--- config.mk ---
export PLATFORM = sky130hd
export DESIGN_NAME = mac_seq_unit
export DESIGN_NICKNAME = d
export VERILOG_FILES = /design/src/rtl/mac_seq_ctrl_pkg.sv /design/src/rtl/mac_beh.sv /design/src/rtl/mac_seq_unit.sv /design/src/rtl/mac_seq_ctrl.sv
export SDC_FILE = /design/constraint.sdc
export NUM_CORES = 1
export LEC_CHECK = 0
export ABC_AREA = 1
export CORE_ASPECT_RATIO = 0.9
export CORE_MARGIN = 4
export CORE_UTILIZATION = 60
export CTS_CLUSTER_DIAMETER = 150
export DETAILED_ROUTE_END_ITERATION = 6
export GPL_TIMING_DRIVEN = 0
export MAX_ROUTING_LAYER = met4
export PLACE_DENSITY = 0.88
export SLEW_MARGIN = 20
export SYNTH_ARGS = -nofsm -noshare
export SYNTH_HDL_FRONTEND = slang
export SYNTH_SLANG_ARGS = --single-unit
--- constraint.sdc ---
create_clock -name clk -period 12 [get_ports clk]
set_input_delay 2.4 -clock clk [delete_from_list [all_inputs] [get_ports clk]]
set_output_delay 2.4 -clock clk [all_outputs]
set_load 0.02 [all_outputs]
--- src/rtl/mac_seq_ctrl_pkg.sv ---
// mac_seq_ctrl_pkg: shared types and default widths for the MAC sequencer.
// Holds the controller state enum and the default parameter values.
package mac_seq_ctrl_pkg;

    localparam int VAR_SIZE_DEF = 8;
    localparam int ACC_SIZE_DEF = 32;
    localparam int LEN_W_DEF    = 16;

    typedef enum logic [2:0] {
        IDLE = 3'd0,
        BIAS = 3'd1,
        ACC  = 3'd2,
        CAP  = 3'd3,
        OUT  = 3'd4
    } state_t;

endpackage

--- src/rtl/mac_beh.sv ---
// mac_beh: behavioural multiply-accumulate unit with no enable.
// Ports: clk, rst_n (sync, loads bias), a/b signed operands,
//        bias signed initial value, acc signed running sum.
// acc <= acc + sext(a*b) every cycle; two's-complement wrap.
module mac_beh #(
    parameter int VAR_SIZE = 8,
    parameter int ACC_SIZE = 32
) (
    input  logic                clk,
    input  logic                rst_n,
    input  logic [VAR_SIZE-1:0] a,
    input  logic [VAR_SIZE-1:0] b,
    input  logic [ACC_SIZE-1:0] bias,
    output logic [ACC_SIZE-1:0] acc
);

    logic signed [2*VAR_SIZE-1:0] prod;
    logic signed [ACC_SIZE-1:0]   prod_ext;

    assign prod     = $signed(a) * $signed(b);
    assign prod_ext = ACC_SIZE'(prod);

    always_ff @(posedge clk) begin
        if (!rst_n) begin
            acc <= bias;
        end else begin
            acc <= acc + prod_ext;
        end
    end

endmodule

--- src/rtl/mac_seq_unit.sv ---
// mac_seq_unit: mac_seq_ctrl plus one mac_beh, MAC reset tied to ~mac_load.
// Ports: clk, rst (sync, high); cmd_*, in_*, out_* handshakes; busy.
module mac_seq_unit
    import mac_seq_ctrl_pkg::*;
#(
    parameter int VAR_SIZE = VAR_SIZE_DEF,
    parameter int ACC_SIZE = ACC_SIZE_DEF,
    parameter int LEN_W    = LEN_W_DEF
) (
    input  logic                clk,
    input  logic                rst,
    input  logic                cmd_valid,
    output logic                cmd_ready,
    input  logic [LEN_W-1:0]    cmd_len,
    input  logic [ACC_SIZE-1:0] cmd_bias,
    input  logic                in_valid,
    output logic                in_ready,
    input  logic [VAR_SIZE-1:0] in_a,
    input  logic [VAR_SIZE-1:0] in_b,
    output logic                out_valid,
    input  logic                out_ready,
    output logic [ACC_SIZE-1:0] out_data,
    output logic                busy
);

    logic [VAR_SIZE-1:0] mac_a;
    logic [VAR_SIZE-1:0] mac_b;
    logic [ACC_SIZE-1:0] mac_bias;
    logic [ACC_SIZE-1:0] mac_acc;
    logic                mac_load;
    logic                mac_rst_n;

    assign mac_rst_n = ~mac_load;

    mac_seq_ctrl #(
        .VAR_SIZE(VAR_SIZE),
        .ACC_SIZE(ACC_SIZE),
        .LEN_W   (LEN_W)
    ) u_ctrl (
        .clk      (clk),
        .rst      (rst),
        .cmd_valid(cmd_valid),
        .cmd_ready(cmd_ready),
        .cmd_len  (cmd_len),
        .cmd_bias (cmd_bias),
        .in_valid (in_valid),
        .in_ready (in_ready),
        .in_a     (in_a),
        .in_b     (in_b),
        .mac_a    (mac_a),
        .mac_b    (mac_b),
        .mac_bias (mac_bias),
        .mac_load (mac_load),
        .mac_acc  (mac_acc),
        .out_valid(out_valid),
        .out_ready(out_ready),
        .out_data (out_data),
        .busy     (busy)
    );

    mac_beh #(
        .VAR_SIZE(VAR_SIZE),
        .ACC_SIZE(ACC_SIZE)
    ) u_mac (
        .clk  (clk),
        .rst_n(mac_rst_n),
        .a    (mac_a),
        .b    (mac_b),
        .bias (mac_bias),
        .acc  (mac_acc)
    );

endmodule

--- src/rtl/mac_seq_ctrl.sv ---
// mac_seq_ctrl: sequences one MAC through dot-product jobs.
// Ports: cmd_* job command handshake (len, bias); in_* operand beat
//        handshake; mac_* drive/observe the MAC (mac_load = MAC reset);
//        out_* result handshake; busy = not idle. clk, rst (sync, high).
// Optional: define MAC_SEQ_CTRL_RELU_EN to clamp negative results to 0
//           at capture time.
module mac_seq_ctrl
    import mac_seq_ctrl_pkg::*;
#(
    parameter int VAR_SIZE = VAR_SIZE_DEF,
    parameter int ACC_SIZE = ACC_SIZE_DEF,
    parameter int LEN_W    = LEN_W_DEF
) (
    input  logic                clk,
    input  logic                rst,
    input  logic                cmd_valid,
    output logic                cmd_ready,
    input  logic [LEN_W-1:0]    cmd_len,
    input  logic [ACC_SIZE-1:0] cmd_bias,
    input  logic                in_valid,
    output logic                in_ready,
    input  logic [VAR_SIZE-1:0] in_a,
    input  logic [VAR_SIZE-1:0] in_b,
    output logic [VAR_SIZE-1:0] mac_a,
    output logic [VAR_SIZE-1:0] mac_b,
    output logic [ACC_SIZE-1:0] mac_bias,
    output logic                mac_load,
    input  logic [ACC_SIZE-1:0] mac_acc,
    output logic                out_valid,
    input  logic                out_ready,
    output logic [ACC_SIZE-1:0] out_data,
    output logic                busy
);

    state_t state;
    state_t state_nx;

    logic [LEN_W-1:0]    len_q;
    logic [LEN_W-1:0]    rem;
    logic [ACC_SIZE-1:0] bias_q;
    logic [ACC_SIZE-1:0] res_q;
    logic [ACC_SIZE-1:0] cap_val;
    logic                cmd_fire;
    logic                beat;

    assign cmd_fire = cmd_valid && cmd_ready;
    assign beat     = in_valid && in_ready;

    // The MAC accumulates every cycle, so operands are zeroed
    // whenever no beat transfers to keep acc unchanged.
    assign mac_a    = beat ? in_a : '0;
    assign mac_b    = beat ? in_b : '0;
    assign mac_bias = bias_q;
    assign out_data = res_q;
    assign busy     = (state != IDLE);

`ifdef MAC_SEQ_CTRL_RELU_EN
    assign cap_val = mac_acc[ACC_SIZE-1] ? '0 : mac_acc;
`else
    assign cap_val = mac_acc;
`endif

    always_ff @(posedge clk) begin
        if (rst) begin
            state <= IDLE;
        end else begin
            state <= state_nx;
        end
    end

    always_comb begin
        state_nx  = state;
        cmd_ready = 1'b0;
        in_ready  = 1'b0;
        out_valid = 1'b0;
        mac_load  = 1'b0;
        unique case (state)
            IDLE: begin
                cmd_ready = 1'b1;
                if (cmd_valid) begin
                    state_nx = BIAS;
                end
            end
            BIAS: begin
                mac_load = 1'b1;
                state_nx = (len_q == '0) ? CAP : ACC;
            end
            ACC: begin
                in_ready = 1'b1;
                if (in_valid && rem == LEN_W'(1)) begin
                    state_nx = CAP;
                end
            end
            CAP: begin
                state_nx = OUT;
            end
            OUT: begin
                out_valid = 1'b1;
                if (out_ready) begin
                    state_nx = IDLE;
                end
            end
            default: begin
                state_nx = IDLE;
            end
        endcase
        // Reset overrides everything and holds the MAC cleared.
        if (rst) begin
            state_nx  = IDLE;
            cmd_ready = 1'b0;
            in_ready  = 1'b0;
            out_valid = 1'b0;
            mac_load  = 1'b1;
        end
    end

    always_ff @(posedge clk) begin
        if (rst) begin
            len_q  <= '0;
            rem    <= '0;
            bias_q <= '0;
            res_q  <= '0;
        end else begin
            if (cmd_fire) begin
                len_q  <= cmd_len;
                bias_q <= cmd_bias;
            end
            if (state == BIAS) begin
                rem <= len_q;
            end else if (beat) begin
                rem <= rem - LEN_W'(1);
            end
            if (state == CAP) begin
                res_q <= cap_val;
            end
        end
    end

endmodule

; Yosys cells after proc, flatten, opt, wreduce, memory -nomap -nowiden
; Cells that the tools add are included.
[classes]
shifts = 0
n_eq_ne = 8
n_reduce_logical = 8
n_mul = 1
div = 0
n_addsub = 2
bitwise_logic = 0
order_cmp = 0
mux = 18
[op_table]
columns = op, count
row1 = 32-bit adder, 1
row2 = 16-bit two-way mux, 2
row3 = 32-bit two-way mux, 1
row4 = "16-bit by 1-bit == test with 1-bit output, second input constant", 1
row5 = 16-bit zero test, 1
row6 = 8-bit by 8-bit multiplier with 16-bit output, 1
row7 = 8-bit two-way mux, 2
row8 = "16-bit by 1-bit subtractor with 16-bit output, second input constant", 1
row9 = 3-bit case mux with 5 select lines, 1
row10 = 1-bit two-way mux, 9
row11 = 3-bit two-way mux, 3
row12 = "3-bit by 2-bit == test with 1-bit output, second input constant", 2
row13 = "2-bit inequality test, second input constant", 2
row14 = "3-bit by 1-bit == test with 1-bit output, second input constant", 1
row15 = "3-bit == test, second input constant", 1
row16 = 1-bit logical AND, 3
row17 = 3-bit zero test, 1
row18 = 3-bit AND reduction, 1
row19 = 3-bit nonzero test, 1
row20 = "2-bit by 1-bit inequality test with 1-bit output, second input constant", 1
row21 = 2-bit nonzero test, 1
[totals]
ff_bits = 131
latch_bits = 0
ram_bits = 0
n_memories = 0
out_inout_bits = 36
romBits = 0
elab_cells = 43
input_bits = 69

; Longest topological paths before layout
; Gate-level depths: netlist of run 1.
[logic_depth]
depth_word = 8
mapped_depth = 39

; Cells and area by module
; Synthesis of run 1 repeated with hierarchy kept, for this count alone.
[hier_totals]
hier_cells = 1549
area_unflattened_um2 = 10126.0
[by_module_without_submodules]
columns = module, instances, area_per_inst_um2, cells_per_inst
row1 = mac_beh, 1, 5840.6, 914
row2 = mac_seq_ctrl, 1, 4281.6, 634
row3 = mac_seq_unit, 1, 3.8, 1

; Worst setup path after synthesis of run 1
; No wires, ideal clock.
[synth_timing]
path_type = input port to flip-flop
from = input port rst
to = register u_mac.acc[23]
path_stages = 31
t_arrival_ns = 8.087
slack_ns = 3.784
required_ns = 11.871
path_buffers = 1
cell_sequence = nor2_4 nand2_2 buf_6 nor2_1 inv_1 nor2_1 inv_1 fa_1 inv_1 fa_1 inv_1 fa_1 fa_1 inv_1 ha_1 a21o_1 nor2_1 nand3_1 nand3_1 nand2_1 ha_1 nand2_1 nor2_1 inv_1 nor2_1 inv_1 or2_1 nand3_1 nand2_1 nand3_1 o21ai_0
[synth_via]
elab_chain_cells = 6
elab_cells_between_ends = 8
classes_between = add/sub (1) / mul (1) / mux (5) / reduce/logical (1)
[synth_rtl]
columns = element, line
row1 = start: declaration, mac_seq_unit.sv:11  ; input logic rst,
row2 = 1-bit two-way mux, mac_seq_ctrl.sv:108  ; if (rst) begin
row3 = 1-bit logical AND, mac_seq_ctrl.sv:47  ; assign beat = in_valid && in_ready;
row4 = "8-bit two-way mux, on equally long branches", "mac_seq_ctrl.sv:51, mac_seq_ctrl.sv:52"
row5 = 8-bit by 8-bit multiplier with 16-bit output, mac_beh.sv:20  ; assign prod = $signed(a) * $signed(b);
row6 = 32-bit adder, mac_beh.sv:27  ; acc <= acc + prod_ext;
row7 = 32-bit two-way mux (*), mac_beh.sv:24  ; if (!rst_n) begin
row8 = end signal: assignment, mac_beh.sv:25  ; acc <= bias;
row9 = end signal: assignment, mac_beh.sv:27
row10 = end: declaration, mac_beh.sv:14  ; output logic [ACC_SIZE-1:0] acc
; Mark *: on every way between the ends. The rest lies on a longest branch, timed or not.
; A chain may end at the register's enable or synchronous reset.

; Worst setup path after layout of run 1
[layout_timing]
from = input port rst
to = register u_mac.acc[30]
; The elaborated chain is that of the path after synthesis.

==> impl_metrics.env, run 1 <==
export IMPL_status="completed"
export IMPL_start_util=0.620
export IMPL_synth_avg_cell_area_sq_um=6.98
export IMPL_register_area_sq_mm=0.00262
export IMPL_clockBufferDepth=2
export IMPL_synth_top_cell_area_share=0.270
export IMPL_p_sw_frac=0.423
export IMPL_synth_area_leaders="dfxtp_1 (27%), nand2_1 (12%), fa_1 (12%), inv_1 (9.2%), ha_1 (8.0%)"
export IMPL_synth_ff_type="dfxtp_1"
export IMPL_path_max_fanout=18
export IMPL_slowest_delay_ps=720
export IMPL_synth_cells=1389
export IMPL_crit_required_ps=12320
export IMPL_cts_root_buf="clkbuf_16"
export IMPL_total_power_mw=2.02
export IMPL_maxCapViolations=0
export IMPL_gp_congestion=1.03
export IMPL_hpwl_um=22800
export IMPL_slew_headroom=0.506
export IMPL_clock_sinks=131
export IMPL_rsz0062_at_grt="no"
export IMPL_ys_ff_latch=131
export IMPL_pwr_share_seq=0.313
export IMPL_insertion_delay_ps=430
export IMPL_grt_pass1_wl_um=45800
export IMPL_yosysWarnings=0
export IMPL_grt_max_degree=19
export IMPL_via_per_inst=5.58
export IMPL_r2r_start="u_ctrl.state[1]"
export IMPL_power_leakage_nw=5.43
export IMPL_antenna_found_initial=0
export IMPL_drtPass1Iterations=5
export IMPL_die_y_um=129
export IMPL_ys_seq_area_frac=0.270
export IMPL_wl_per_cell_um=16.7
export IMPL_tightest_slew_ps=740
export IMPL_cts_tree="yes"
export IMPL_num_vias=9643
export IMPL_synth_edf_count=0
export IMPL_crit_type="in -> reg"
export IMPL_multiInputGateArea_sq_mm=0.00598
export IMPL_p_comb_frac=0.426
export IMPL_hold_path_class="reg -> reg"
export IMPL_synth_top_area_cell="dfxtp_1"
export IMPL_diodes=0
export IMPL_die_x_um=142
export IMPL_power_internal_mw=1.17
export IMPL_grt_pass1_vias=9110
export IMPL_max_freq_mhz=104
export IMPL_syn2layout_area_growth_pct=19.4
export IMPL_critPathCaptureType="register"
export IMPL_drcViolationCount=0
export IMPL_postCtsHoldBufs=0
export IMPL_report_final_slew_viol_count=0
export IMPL_syn_nets=1576
export IMPL_setup_violations=0
export IMPL_vdd_ir_drop_max_mv=0.144
export IMPL_core_sq_mm=0.0157
export IMPL_cts_buffers=17
export IMPL_gr_total_overflow=0
export IMPL_skew_ps=14.5
export IMPL_final_core_util=0.740
export IMPL_cpMostUsedCell="nor2_1"
export IMPL_fillers=1271
export IMPL_postRouteAntennaNets=0
export IMPL_cts_setup_buffers=0
export IMPL_r2r_cells=32
export IMPL_hold_violations=0
export IMPL_critPathArrivalTime_ps=9950
export IMPL_start_kind="input port"
export IMPL_reg2reg_to="u_mac.acc[30]"
export IMPL_rrSetupSlack_ps=4310
export IMPL_synthDistinctLibCells=48
export IMPL_cts_htree_levels=4
export IMPL_wirelength_um=28800
export IMPL_synthArstFlopShare=0
export IMPL_rows=43
export IMPL_nets=1699
export IMPL_p_per_area_mw_per_mm2=175
export IMPL_switching_power_mw=0.856
export IMPL_clk_pin_slew_ps=70
export IMPL_min_from="u_ctrl.mac_bias[26]"
export IMPL_grtUsageTotal=0.326
export IMPL_finalCritPeriodShare=0.802
export IMPL_first_iter_violations=1048
export IMPL_hold_depth=2
export IMPL_ios=105
export IMPL_io_buffers=104
export IMPL_syn_area_sq_mm=0.00970
export IMPL_slowest_stage="fa_1"
export IMPL_cts_resized=0
export IMPL_setup_tns_ps=0
export IMPL_worstHoldEndpoint="u_mac.acc[26]"
export IMPL_die_area_sq_mm=0.0183
export IMPL_finalCriticalPeriod_ps=9630
export IMPL_layout_drive_gt1_share=0.0446
export IMPL_clockPowerShare=0.261
## worst max-delay path by stage
stage	start	end	slack, ps	depth (start not counted)
6_report	rst	u_mac.acc[30]	2370	30
2_1_floorplan	rst	u_mac.acc[23]	3780	31
4_1_cts	rst	u_mac.acc[30]	2480	30
3_5_place_dp	rst	u_mac.acc[23]	2130	34
3_3_place_gp	rst	u_mac.acc[30]	2180	31
5_1_grt	rst	u_mac.acc[23]	1750	34
## synth_stat cells (2+ instances only)
master	number
xnor2_1	11
nor3_2	2
nor2_1	184
o221ai_1	2
buf_1	7
o21ai_1	13
o31ai_1	31
or2_2	4
o211ai_1	5
a21o_1	4
nand4_1	17
buf_2	6
nor2_2	2
buf_4	6
or2_1	3
a21boi_0	2
inv_2	3
xor2_1	23
inv_1	238
ha_1	62
nand2_2	4
o21a_1	3
nand2_1	314
a21oi_1	52
fa_1	56
a31oi_1	10
clkbuf_1	15
o21bai_2	2
nand3b_1	4
o21bai_1	7
o21ai_0	81
buf_6	2
nor3_1	7
dfxtp_1	131
nand3_1	58
nor4_1	6
## registers in the layout, summed over array words and instances, names as in the netlist
signal and count:
u_ctrl.mac_bias 32, u_ctrl.out_data 32, u_mac.acc 32, u_ctrl.len_q 16, u_ctrl.rem 16, u_ctrl.state 3
## worst max-delay path: cells and delay by family
kind	cells	cell delay, ps
adder cells (fa/ha/maj)	6	3090
AO/OA/AOI/OAI	6	1210
buffers and inverters	7	1300
AND/OR/NAND/NOR	11	1930
## through the flow
step,hold slack (ps),area [sq um],std cells,setup WS [ps]
global placement,439,11000,1695,2180
detailed placement,449,11000,1695,2130
CTS,463,11600,1727,2480
floorplan,426,9700,1389,3780
global route,475,11600,1727,1750
finish,462,11600,1727,2370
## cells by family after synthesis
group	synth area share
and+or+nand+nor	0.261
buffers and inverters	0.113
AOI/OAI and AO/OA	0.130
DFF	0.270
adders and majority gates	0.196
xor gates and xnor gates	0.0307
## layer usage
| layer | wire (um) | up-vias | share of wire | global-route usage |
|---|---|---|---|---|
| li1 | - | 4640 | - | - |
| met1 | 12600 | 4545 | 0.44 | 0.426 |
| met2 | 13200 | 399 | 0.46 | 0.512 |
| met3 | 2230 | 59 | 0.077 | 0.0684 |
| met4 | 767 | 0 | 0.027 | 0.0982 |
| met5 | 0 | - | 0 | - |
## cells in the final DEF (no fill, tap or decap), types with 4 or more instances in the layout
| master | n |
|---|---|
| o21ai_1 | 13 |
| a31oi_1 | 10 |
| xnor2_1 | 11 |
| ha_1 | 62 |
| buf_4 | 6 |
| o21bai_1 | 7 |
| a21o_1 | 4 |
| nor4_1 | 6 |
| clkbuf_1 | 15 |
| xor2_1 | 23 |
| clkdlybuf4s50_1 | 104 |
| inv_1 | 238 |
| a21oi_1 | 52 |
| nor3_1 | 7 |
| fa_1 | 56 |
| nand4_1 | 17 |
| clkbuf_16 | 17 |
| nand3_1 | 58 |
| or2_2 | 4 |
| buf_1 | 7 |
| o211ai_1 | 5 |
| nand2_1 | 314 |
| nor2_1 | 184 |
| o31ai_1 | 31 |
| dfxtp_1 | 131 |
| buf_2 | 6 |
| nand3b_1 | 4 |
| nand2_2 | 4 |
| inv_6 | 6 |
| o21ai_0 | 81 |
## cell type report
type                    instances  share of cell area
clock buffers                  17              0.0367
flip-flops and latches        131               0.226
repair buffers                104              0.0899
inverters                     242              0.0785
multi-input cells             979               0.517
plain buffers                  37              0.0160
clock inverters                15              0.0140
well taps                     202              0.0218
## power by group through the flow
stage / clock (mW) / combinational (mW) / sequential [mW]
2_1_floorplan: 0 / 0.575 / 0.630
3_3_place_gp: 0 / 0.819 / 0.634
3_5_place_dp: 0 / 0.833 / 0.637
4_1_cts: 0.523 / 0.848 / 0.630
5_1_grt: 0.542 / 0.949 / 0.644
6_report: 0.527 / 0.862 / 0.634
(Power assumes the default switching activity.)
==> run 2: changes to the inputs <==
CORE_UTILIZATION = 58   (was 60)
PLACE_DENSITY = 0.86   (was 0.88)
clock period = 8.87 ns   (was 12 ns; I/O delays follow)
==> impl_metrics.env, run 2 (synthesis gave the netlist of run 1 again) <==
export IMPL_hold_ws_ps=458
export IMPL_power_leakage_nw=5.44
export IMPL_wirelength_um=28800
export IMPL_cts_root_buf="clkbuf_16"
export IMPL_nets=1699
export IMPL_cts_buffers=17
export IMPL_grt_max_degree=19
export IMPL_critPathArrivalTime_ps=8370
export IMPL_crit_required_ps=9180
export IMPL_layout_drive_gt1_share=0.0498
export IMPL_skew_ps=8.49
export IMPL_hold_violations=0
export IMPL_maxCapViolations=0
export IMPL_grt_pass1_vias=9382
export IMPL_finalCritPeriodShare=0.908
export IMPL_postRouteAntennaNets=0
export IMPL_core_sq_mm=0.0163
export IMPL_slowest_delay_ps=670
export IMPL_report_final_slew_viol_count=0
export IMPL_drcViolationCount=0
export IMPL_cpMostUsedCell="inv_1"
export IMPL_critPathCaptureType="register"
export IMPL_slew_headroom=0.549
export IMPL_cts_tree="yes"
export IMPL_final_core_util=0.714
export IMPL_status="completed"
export IMPL_wl_per_cell_um=16.6
export IMPL_hold_path_class="reg -> reg"
export IMPL_grt_pass1_wl_um=46600
export IMPL_mostFrequentLayoutCells="nand2_1 (313), inv_1 (238), nor2_1 (182)"
export IMPL_p_per_area_mw_per_mm2=237
export IMPL_hpwl_um=23000
export IMPL_setup_violations=0
export IMPL_die_y_um=131
export IMPL_antenna_found_initial=0
export IMPL_io_buffers=104
export IMPL_gr_total_overflow=0
export IMPL_place_inst=1700
export IMPL_syn2layout_area_growth_pct=20.0
export IMPL_rsz0062_at_grt="no"
export IMPL_cts_htree_levels=4
export IMPL_num_vias=9477
export IMPL_crit_type="in -> reg"
export IMPL_total_power_mw=2.76
export IMPL_start_kind="input port"
export IMPL_layout_cells_non_filler=1732
export IMPL_drtPass1Iterations=5
export IMPL_insertion_delay_ps=440
export IMPL_start_util=0.595
export IMPL_layout_commonest_cell="nand2_1"
export IMPL_first_iter_violations=934
export IMPL_finalCriticalPeriod_ps=8060
export IMPL_vdd_ir_drop_max_mv=0.177
export IMPL_cts_setup_buffers=0
export IMPL_via_per_inst=5.47
export IMPL_clk_pin_slew_ps=70
export IMPL_tightest_slew_ps=677
export IMPL_clock_sinks=131
export IMPL_max_freq_mhz=124
export IMPL_clockBufferDepth=2
export IMPL_grtUsageTotal=0.324
export IMPL_ios=105
export IMPL_setup_tns_ps=0
export IMPL_slowest_stage="fa_2"
export IMPL_die_area_sq_mm=0.0189
export IMPL_rows=44
export IMPL_die_x_um=144
export IMPL_path_max_fanout=18
export IMPL_gp_congestion=0.976
export IMPL_diodes=0
-- run 2: changes by cell type in the layout (fill, tap and decap cells not counted), moves of 2 or more --
cell / change
ha_1: -4
ha_2: +4
inv_6: -3
inv_8: +2
nor2_1: -2
nor2_2: +2
-- run 2: power breakdown --
group	leakage, nW	total [mW]	internal, mW	switching, mW
clock	0.305	0.743	0.429	0.314
combinational	4.07	1.16	0.432	0.725
sequential	1.07	0.859	0.749	0.110
-- run 2: timing repair --
item,in CTS,in global routing
hold buffers,0,0
endpoints found under the hold margin,0,0
endpoints found under the setup margin,1,14
gates resized for setup,1,9
-- run 2: area by class of cell --
class	count	area, sq um
plain buffers	37	185
clock buffers	17	425
clock inverters	15	190
fillers	1367	4650
inverters	242	910
multi-input cells	979	6010
flip-flops and latches	131	2620
well taps	207	259
repair buffers	104	1040
-- run 2: path summary, 6_finish.rpt --
check	from	to	slack [ps]	depth (start not counted)
setup / recovery	in_valid	u_mac.acc[23]	810	33
setup reg to reg	u_ctrl.state[1]	u_mac.acc[23]	1820	36
hold reg to reg	u_ctrl.mac_bias[18]	u_mac.acc[18]	460	2
hold / removal	u_ctrl.mac_bias[18]	u_mac.acc[18]	460	2
-- run 2: layer usage --
metal / wire [um] / up-vias / GRT usage
li1: - / 4642 / -
met1: 12500 / 4386 / 0.430
met2: 13100 / 394 / 0.502
met3: 2210 / 55 / 0.0600
met4: 918 / 0 / 0.109
met5: 0 / - / -
-- run 2: critical path, delay by kind of cell --
kind	cells	cell delay [ps]
compound gates	1	100
fa+ha+maj	6	3010
buf+inv	10	1370
simple gates	16	2090
-- run 2: stage by stage --
stage                     instance area (sq um)  setup WS [ps]
after global placement                    11000           -337
final                                     11600            813
after global routing                      11600            282
after floorplan                            9700           1280
after detailed placement                  11000           -493
after CTS                                 11600            203
==> run 3: changes to the inputs <==
REMOVE_ABC_BUFFERS = 1   (was default)
==> impl_metrics.env, run 3 (synthesis gave the netlist of run 1 again) <==
export IMPL_status="completed"
export IMPL_path_max_fanout=33
export IMPL_layout_drive_gt1_share=0.0416
export IMPL_grt_max_degree=56
export IMPL_grtUsageTotal=0.288
export IMPL_crit_family="adder cells"
export IMPL_report_final_slew_viol_count=0
export IMPL_max_freq_mhz=119
export IMPL_clockBufferDepth=2
export IMPL_num_vias=9137
export IMPL_drcViolationCount=0
export IMPL_insertion_delay_ps=430
export IMPL_die_x_um=144
export IMPL_hold_path_class="reg -> reg"
export IMPL_antenna_found_initial=0
export IMPL_wirelength_um=25300
export IMPL_grt_pass1_vias=8979
export IMPL_start_util=0.595
export IMPL_die_area_sq_mm=0.0189
export IMPL_postRouteAntennaNets=0
export IMPL_core_sq_mm=0.0163
export IMPL_register_area_sq_mm=0.00262
export IMPL_maxCapViolations=0
export IMPL_multiInputGateArea_sq_mm=0.00600
export IMPL_io_buffers=104
export IMPL_tightest_slew_ps=898
export IMPL_cts_root_buf="clkbuf_16"
export IMPL_crit_type="in -> reg"
export IMPL_diodes=0
export IMPL_setup_tns_ps=0
export IMPL_clk_pin_slew_ps=60
export IMPL_via_per_inst=5.38
export IMPL_hpwl_um=19700
export IMPL_nets=1667
export IMPL_grt_pass1_wl_um=42300
export IMPL_start_kind="input port"
export IMPL_rsz0062_at_grt="no"
export IMPL_critPathCaptureType="register"
export IMPL_cts_setup_buffers=0
export IMPL_cpMostUsedCell="inv_1"
export IMPL_power_leakage_nw=5.34
export IMPL_wl_per_cell_um=14.9
export IMPL_critPathArrivalTime_ps=8650
export IMPL_finalCritPeriodShare=0.944
export IMPL_slowest_delay_ps=720
export IMPL_syn2layout_area_growth_pct=18.3
export IMPL_crit_required_ps=9150
export IMPL_cts_htree_levels=4
export IMPL_vdd_ir_drop_max_mv=0.226
export IMPL_die_y_um=131
export IMPL_slew_headroom=0.400
export IMPL_ios=105
export IMPL_hold_violations=0
export IMPL_rows=44
export IMPL_setup_violations=0
export IMPL_clock_sinks=131
export IMPL_fillers=1377
export IMPL_slowest_stage="fa_1"
export IMPL_layout_commonest_cell="nand2_1"
export IMPL_gr_total_overflow=0
export IMPL_hold_ws_ps=457
export IMPL_cts_tree="yes"
export IMPL_p_per_area_mw_per_mm2=229
export IMPL_mostFrequentLayoutCells="nand2_1 (313), inv_1 (237), nor2_1 (184)"
export IMPL_finalCriticalPeriod_ps=8370
export IMPL_path_buf_inv=10
export IMPL_drtPass1Iterations=5
export IMPL_skew_ps=9.78
export IMPL_gp_congestion=0.991
export IMPL_first_iter_violations=587
export IMPL_cts_buffers=17
[run 3: cell types whose count changed in the layout (fill, tap and decap cells not counted), sizes merged]
cell and delta:
buf -15, bufinv -1, clkbuf -10, clkinv -3
clkinvlp +3, dlymetal6s2s -1, inv -6
[run 3: repair_timing]
| action | in CTS | in global routing |
|---|---|---|
| hold buffers | 0 | 0 |
| pin swaps | 0 | 0 |
| gates resized for setup | 1 | 5 |
| setup endpoints to repair | 2 | 17 |
[run 3: stage by stage]
stage,area (sq um),util,power [mW],setup slack (ps),cells
floorplan,9510,-,1.60,1300,1352
global placement,10800,0.664,1.90,-1770,1663
detailed placement,10900,0.668,1.94,-423,1668
CTS,11500,0.703,2.62,257,1699
global route,11500,0.704,2.80,10.9,1699
finish,11500,0.704,2.63,499,1699
[run 3: power breakdown]
part	internal, mW	switching [mW]	total (mW)
registers	0.749	0.101	0.850
clock network	0.412	0.259	0.671
logic	0.419	0.687	1.11
total	1.58	1.05	2.63
[run 3: worst register-to-register path, delay by kind of cell, from the launching register on]
family                   cells  cell delay [ps]
buffers and inverters       10              920
adder cells (fa/ha/maj)      6             3080
AO/OA/AOI/OAI                1               80
AND/OR/NAND/NOR             18             2650
flip-flops                   1              390
[run 3: worst paths after layout]
check / startpoint / to / slack [ps] / cells after the start
max reg2reg: u_ctrl.state[1] / u_mac.acc[22] / 1610 / 35
min: u_ctrl.mac_bias[26] / u_mac.acc[26] / 460 / 2
min reg2reg: u_ctrl.mac_bias[26] / u_mac.acc[26] / 460 / 2
max: rst / u_mac.acc[22] / 500 / 34
[run 3: final cells by class]
type | instances | area share
Clock buffer | 23 | 0.0425
Clock inverter | 8 | 0.00665
Inverter | 242 | 0.0794
Multi-Input combinational cell | 979 | 0.523
Sequential cell | 131 | 0.229
Tap cell | 207 | 0.0226
Timing Repair Buffer | 109 | 0.0970
[run 3: layer usage]
layer	vias to the layer above	global-route usage	wire, um
li1	4576	-	-
met1	4246	0.379	11500
met2	279	0.469	12000
met3	36	0.0382	1410
met4	0	0.0845	418
met5	-	-	0
